<file path="src/rtl/gpu_cmd_pkg.sv">
// Shared definitions for the command-ring streamer: FSM states, word size
// and the ring-configuration sanity check.
package gpu_cmd_pkg;

  typedef enum logic [2:0] {
    ST_IDLE,
    ST_FETCH_REQ,
    ST_FETCH_WAIT,
    ST_COMP_REQ,
    ST_ERR
  } state_e;

  localparam logic [31:0] CMD_WORD_BYTES = 32'd4;

  // A ring is unusable if it is empty or anything is not word aligned.
  function automatic logic cfg_bad(input logic [31:0] size,
                                   input logic [1:0]  base_lo,
                                   input logic [1:0]  cons_lo);
    return (size == '0) || (size[1:0] != 2'b00) ||
           (base_lo != 2'b00) || (cons_lo != 2'b00);
  endfunction

endpackage

</file>
<file path="src/rtl/sync_fifo.sv">
// Single-clock FIFO with combinational head read; push and pop may coincide,
// including when full.
module sync_fifo #(
  parameter int unsigned DEPTH = 4,
  parameter int unsigned WIDTH = 32
) (
  input  logic                       clk,
  input  logic                       rst,
  input  logic                       push,
  input  logic                       pop,
  input  logic [WIDTH-1:0]           wdata,
  output logic [WIDTH-1:0]           rdata,
  output logic                       empty,
  output logic                       full,
  output logic [$clog2(DEPTH):0]     count
);

  localparam int unsigned PW = $clog2(DEPTH);

  logic [WIDTH-1:0] mem_q [DEPTH];
  logic [PW-1:0]    wr_q, rd_q;
  logic [PW:0]      count_q;
  logic             do_push, do_pop;

  assign empty   = (count_q == '0);
  assign full    = (count_q == (PW+1)'(DEPTH));
  assign do_pop  = pop & ~empty;
  assign do_push = push & (~full | do_pop);
  assign rdata   = mem_q[rd_q];
  assign count   = count_q;

  always_ff @(posedge clk) begin
    if (rst) begin
      wr_q    <= '0;
      rd_q    <= '0;
      count_q <= '0;
    end else begin
      if (do_push) wr_q <= wr_q + PW'(1);
      if (do_pop)  rd_q <= rd_q + PW'(1);
      if (do_push && !do_pop)      count_q <= count_q + (PW+1)'(1);
      else if (do_pop && !do_push) count_q <= count_q - (PW+1)'(1);
    end
  end

  always_ff @(posedge clk) begin
    if (do_push) mem_q[wr_q] <= wdata;
  end

endmodule

</file>
<file path="src/rtl/cmd_streamer.sv">
// Fetches 32-bit command words from a memory ring between the consumer and
// producer pointers, buffers them in a FIFO and reports progress by writing back.
module cmd_streamer
  import gpu_cmd_pkg::*;
#(
  parameter int unsigned FIFO_DEPTH = 4,
  parameter int unsigned AW         = 32
) (
  input  logic          clk,
  input  logic          rst,
  input  logic          cmd_enable,
  input  logic [31:0]   cmd_ring_base,
  input  logic [31:0]   cmd_ring_size_bytes,
  input  logic [31:0]   cmd_cons_ptr_bytes,
  input  logic [31:0]   cmd_completion_base,
  input  logic [31:0]   prod_ptr_bytes,
  output logic          mem_req_valid,
  input  logic          mem_req_ready,
  output logic          mem_req_we,
  output logic [AW-1:0] mem_req_addr,
  output logic [31:0]   mem_req_wdata,
  input  logic          mem_rsp_valid,
  input  logic [31:0]   mem_rsp_data,
  output logic          cmd_valid,
  input  logic          cmd_ready,
  output logic [31:0]   cmd_data,
  output logic [31:0]   cons_ptr,
  output logic          busy,
  output logic          err_cfg
);

  localparam int unsigned CW = $clog2(FIFO_DEPTH) + 1;
  localparam logic [CW-1:0] DEPTH_C = CW'(FIFO_DEPTH);

  state_e        state_q, state_d;
  logic          enable_q;
  logic [31:0]   cons_q, cons_d;
  logic [31:0]   cons_inc, cons_next, fetch_addr;
  logic          en_rise, push, pop, fifo_empty, fifo_full, full_after;
  logic [CW-1:0] fifo_count;

  assign en_rise    = cmd_enable & ~enable_q;
  assign cons_inc   = cons_q + CMD_WORD_BYTES;
  assign cons_next  = (cons_inc >= cmd_ring_size_bytes) ? '0 : cons_inc;
  assign fetch_addr = cmd_ring_base + cons_q;
  assign pop        = cmd_valid & cmd_ready;
  // The push under way fills the FIFO unless a pop drains one slot this cycle.
  assign full_after = (fifo_count == DEPTH_C - CW'(1)) & ~pop;

  always_comb begin
    state_d       = state_q;
    cons_d        = cons_q;
    push          = 1'b0;
    mem_req_valid = 1'b0;
    mem_req_we    = 1'b0;
    mem_req_addr  = '0;
    mem_req_wdata = '0;
    unique case (state_q)
      ST_IDLE: begin
        if (en_rise) begin
          if (cfg_bad(cmd_ring_size_bytes, cmd_ring_base[1:0], cmd_cons_ptr_bytes[1:0]))
            state_d = ST_ERR;
        end else if (cmd_enable && (cons_q != prod_ptr_bytes) && (fifo_count < DEPTH_C)) begin
          state_d = ST_FETCH_REQ;
        end
      end
      ST_FETCH_REQ: begin
        mem_req_valid = 1'b1;
        mem_req_addr  = AW'(fetch_addr);
        if (mem_req_ready) state_d = ST_FETCH_WAIT;
      end
      ST_FETCH_WAIT: begin
        if (mem_rsp_valid) begin
          push   = 1'b1;
          cons_d = cons_next;
          if (!cmd_enable)                                  state_d = ST_IDLE;
          else if ((cons_next == prod_ptr_bytes) || full_after) state_d = ST_COMP_REQ;
          else                                              state_d = ST_FETCH_REQ;
        end
      end
      ST_COMP_REQ: begin
        mem_req_valid = 1'b1;
        mem_req_we    = 1'b1;
        mem_req_addr  = AW'(cmd_completion_base);
        mem_req_wdata = cons_q;
        if (mem_req_ready) state_d = ST_IDLE;
      end
      ST_ERR: begin
        if (!cmd_enable) state_d = ST_IDLE;
      end
      default: state_d = ST_IDLE;
    endcase
    if (en_rise) cons_d = cmd_cons_ptr_bytes;
  end

  always_ff @(posedge clk) begin
    if (rst) begin
      state_q  <= ST_IDLE;
      enable_q <= 1'b0;
      cons_q   <= '0;
    end else begin
      state_q  <= state_d;
      enable_q <= cmd_enable;
      cons_q   <= cons_d;
    end
  end

  sync_fifo #(
    .DEPTH (FIFO_DEPTH),
    .WIDTH (32)
  ) u_fifo (
    .clk   (clk),
    .rst   (rst),
    .push  (push),
    .pop   (pop),
    .wdata (mem_rsp_data),
    .rdata (cmd_data),
    .empty (fifo_empty),
    .full  (fifo_full),
    .count (fifo_count)
  );

  assign cmd_valid = ~fifo_empty;
  assign cons_ptr  = cons_q;
  assign busy      = (state_q != ST_IDLE) | ~fifo_empty;
  assign err_cfg   = (state_q == ST_ERR);

  logic unused_full;
  assign unused_full = fifo_full;

endmodule

</file>
<file path="config.mk">
export PLATFORM = sky130hd
export DESIGN_NAME = cmd_streamer
export DESIGN_NICKNAME = d
export VERILOG_FILES = /design/src/rtl/gpu_cmd_pkg.sv /design/src/rtl/sync_fifo.sv /design/src/rtl/cmd_streamer.sv
export SDC_FILE = /design/constraint.sdc
export NUM_CORES = 1
export LEC_CHECK = 0
export ABC_AREA = 1
export BUFFER_PORTS_ARGS = -buffer_cell sky130_fd_sc_hd__buf_2
export CAP_MARGIN = 10
export CORE_MARGIN = 8
export CORE_UTILIZATION = 45
export DETAILED_ROUTE_END_ITERATION = 16
export PLACE_DENSITY = 0.7
export SYNTH_ARGS = -nofsm -noshare
export SYNTH_HDL_FRONTEND = slang
export SYNTH_SLANG_ARGS = --single-unit
</file>
<file path="constraint.sdc">
create_clock -name clk -period 9.46 [get_ports clk]
set_clock_uncertainty 0.05 [all_clocks]
set_input_delay 0.473 -clock clk [delete_from_list [all_inputs] [get_ports clk]]
set_output_delay 0.473 -clock clk [all_outputs]
set_load 0.02 [all_outputs]
</file>
==> metrics.cfg <==
[synthesis]
netlist_area_mm2=0.0120
synth-seq-cells=173
avgSynthCellArea_um2=7.55
yosysSeqAreaShare_pct=39.4
synth.area.top_cells=edfxtp_1 32%, nand2_1 11%, dfxtp_1 7.5%
ys_types=49
yosys.area.top_type=edfxtp_1
syn_nets=1864
yosys_warnings=0
synth_top_area_share_pct=31.9
syn_inst=1595

[clocking]
cts_tree=done
numCtsBuffers=17
clkLatencyLatePin_ns=0.43
clk_pin_slew_ns=0.08
htreeDepth=4
root_buffer=clkbuf_16
clockBufferDepth=2
cts_hold_buf=0
post-cts-setup-buffers=0
cts.sinks=173
cts.repair.resized=0

[floorplan]
die-width_um=180
ios=331
row_count=60
die_area_mm2=0.0323
initial_core_util_pct=45.2
core-area_mm2=0.0267
die_h_um=180

[final_layout]
final_cells=2251
fin_util_pct=54.7
multi_input_area_mm2=0.00632
fin_nets=2163
area_delta_synth_final_pct=21.1
register_area_mm2=0.00475
final_cell_mix=368 x nand2_1, 330 x buf_2, 189 x inv_1
final_cell_area_mm2=0.0146
layout.filler_cells=2553
drive_gt1_share_pct=22.6
final_common_cell=nand2_1

[global_route]
antenna_found_initial=3
first_global_vias=12000
grt_max_degree=66
grt_pass1_wl_um=70000
overflow=0
grt_use_total_pct=27.6

[critical_path]
path_class=reg -> reg
critPathMaxFanout=54
crit_path_end_kind=flop
critPathRequiredTime_ns=9.68
path_common_cell=nand2_1
rrSetupSlack_ns=4.37
crit_arrival_ns=5.31
crit_buf_inv=3
critical_path.startpoint=cons_ptr[3]
cpPeakStageDelay_ns=0.81
crit_path_start_kind=flop
cp_slowest_cell=inv_1
r2r-start=cons_ptr[3]
crit_family=simple AND/OR/NAND/NOR gates

[routing]
drt_iter0_markers=1204
ant_nets=0
routedWlPerCell_um=20.3
dr.pass1.iters=6
finalWirelength_um=45800
drc_errors=0
vias=12400
via_per_inst=5.49

[pwr]
power.internal_uw=1460
power_frac_comb_pct=34.2
p_seq_share_pct=36.6
p_clk_share_pct=29.2
peakVddDrop_v=0.000115
p_switching_uw=956
p_leak_uw=0.00681
pwr_density_cell_mw_per_mm2=166
swShare_pct=39.5

[timing]
fin_crit_sh_pct=53.8
finalCriticalPeriod_ns=5.09
finalHoldViolCount=0
max_slew_margin_pct=30.0
setup-tns-final_ns=0
setup_viol=0
tightest_slew_ns=1.05
layout_setup_ws_ns=4.37
slew_violations=0
clock.fmax_mhz=196
rsz0062_at_grt=no

[placed_design]
hpwlAfterDp_um=35800
place_area_mm2=0.0140
place_ws_ns=4.45
gp_congestion=0.996
dpl.cell_count=2216
port_buffers=330

[status]
status=finished, final reports clean

[hold_path]
worstHoldStart=mem_rsp_data[4]
hold_class=in -> reg

[job]
drv_cap=0

through the flow:
| step | hold slack [ns] | power [uW] |
|---|---|---|
| after floorplan | 0.425 | 1420 |
| after global placement | 0.448 | 1710 |
| after detailed placement | 0.454 | 1720 |
| after CTS | 0.186 | 2420 |
| after global routing | 0.186 | 2550 |
| final | 0.201 | 2420 |
logic make-up (layout without fill, tap and decap cells):
family,after synthesis,after routing,share of synthesized area [%]
simple gates,750,750,27.0
compound gates,290,290,13.8
buf+inv,261,573,8.38
flops,173,173,39.4
fa+ha+maj,71,71,7.50
xor+xnor,50,50,4.01
other cells,0,3,0
flip-flops by register name (all words and copies together) (netlist names), named ones only:
register and count:
u_fifo.rd_q 2, state_q 3, u_fifo.count 3, u_fifo.mem_q 128
enable_q 1, cons_ptr 32, u_fifo.wr_q 2
final timing paths:
path                   endpoint  depth (start not counted)
max                  state_q[1]                         29
min          u_fifo.mem_q[3][4]                          1
max reg2reg          state_q[1]                         29
min reg2reg      u_fifo.wr_q[0]                          2
Yosys cell counts (all sizes together):
| master | n |
|---|---|
| nand2 | 378 |
| nor2 | 206 |
| inv | 195 |
| edfxtp | 128 |
| o21ai | 120 |
| nand3 | 92 |
| a21oi | 69 |
| ha | 69 |
| dfxtp | 45 |
| nand4 | 45 |
| clkbuf | 42 |
| a31oi | 33 |
| o22ai | 32 |
| xor2 | 29 |
| buf | 22 |
| xnor2 | 21 |
| nor3 | 13 |
| nor4 | 8 |
| o21a | 7 |
| a21o | 6 |
| a221oi | 6 |
| nor3b | 4 |
| o2111ai | 4 |
| o21bai | 3 |
| or2 | 3 |
| a21boi | 2 |
| a22o | 2 |
| a32o | 2 |
| clkinv | 2 |
| fa | 2 |
| o221ai | 2 |
| a211oi | 1 |
| nand3b | 1 |
| o211ai | 1 |
power by group through the flow:
stage          sequential (uW)  combinational, uW  clock [uW]
2_1_floorplan              894                526           0
3_3_place_gp               900                814           0
3_5_place_dp               901                822           0
4_1_cts                    884                825         714
5_1_grt                    889                907         749
6_report                   885                828         705
layout make-up:
cell class | count | area share, %
well taps | 341 | 2.92
inverters | 197 | 5.07
repair buffers | 344 | 12.0
multi-input cells | 1161 | 43.3
clock inverters | 15 | 1.16
clock buffers | 17 | 2.92
diodes | 3 | 0.0515
flip-flops and latches | 173 | 32.5
per-layer routing:
metal | vias up | share of wire [%] | GRT usage, %
met1 | 5754 | 41 | 35.7
met5 | - | 0.066 | 0
met3 | 75 | 8.9 | 6.79
met2 | 552 | 47 | 44.6
met4 | 4 | 3.1 | 9.14
li1 | 5973 | - | -
No activity file was read; power rests on OpenSTA's default activity.
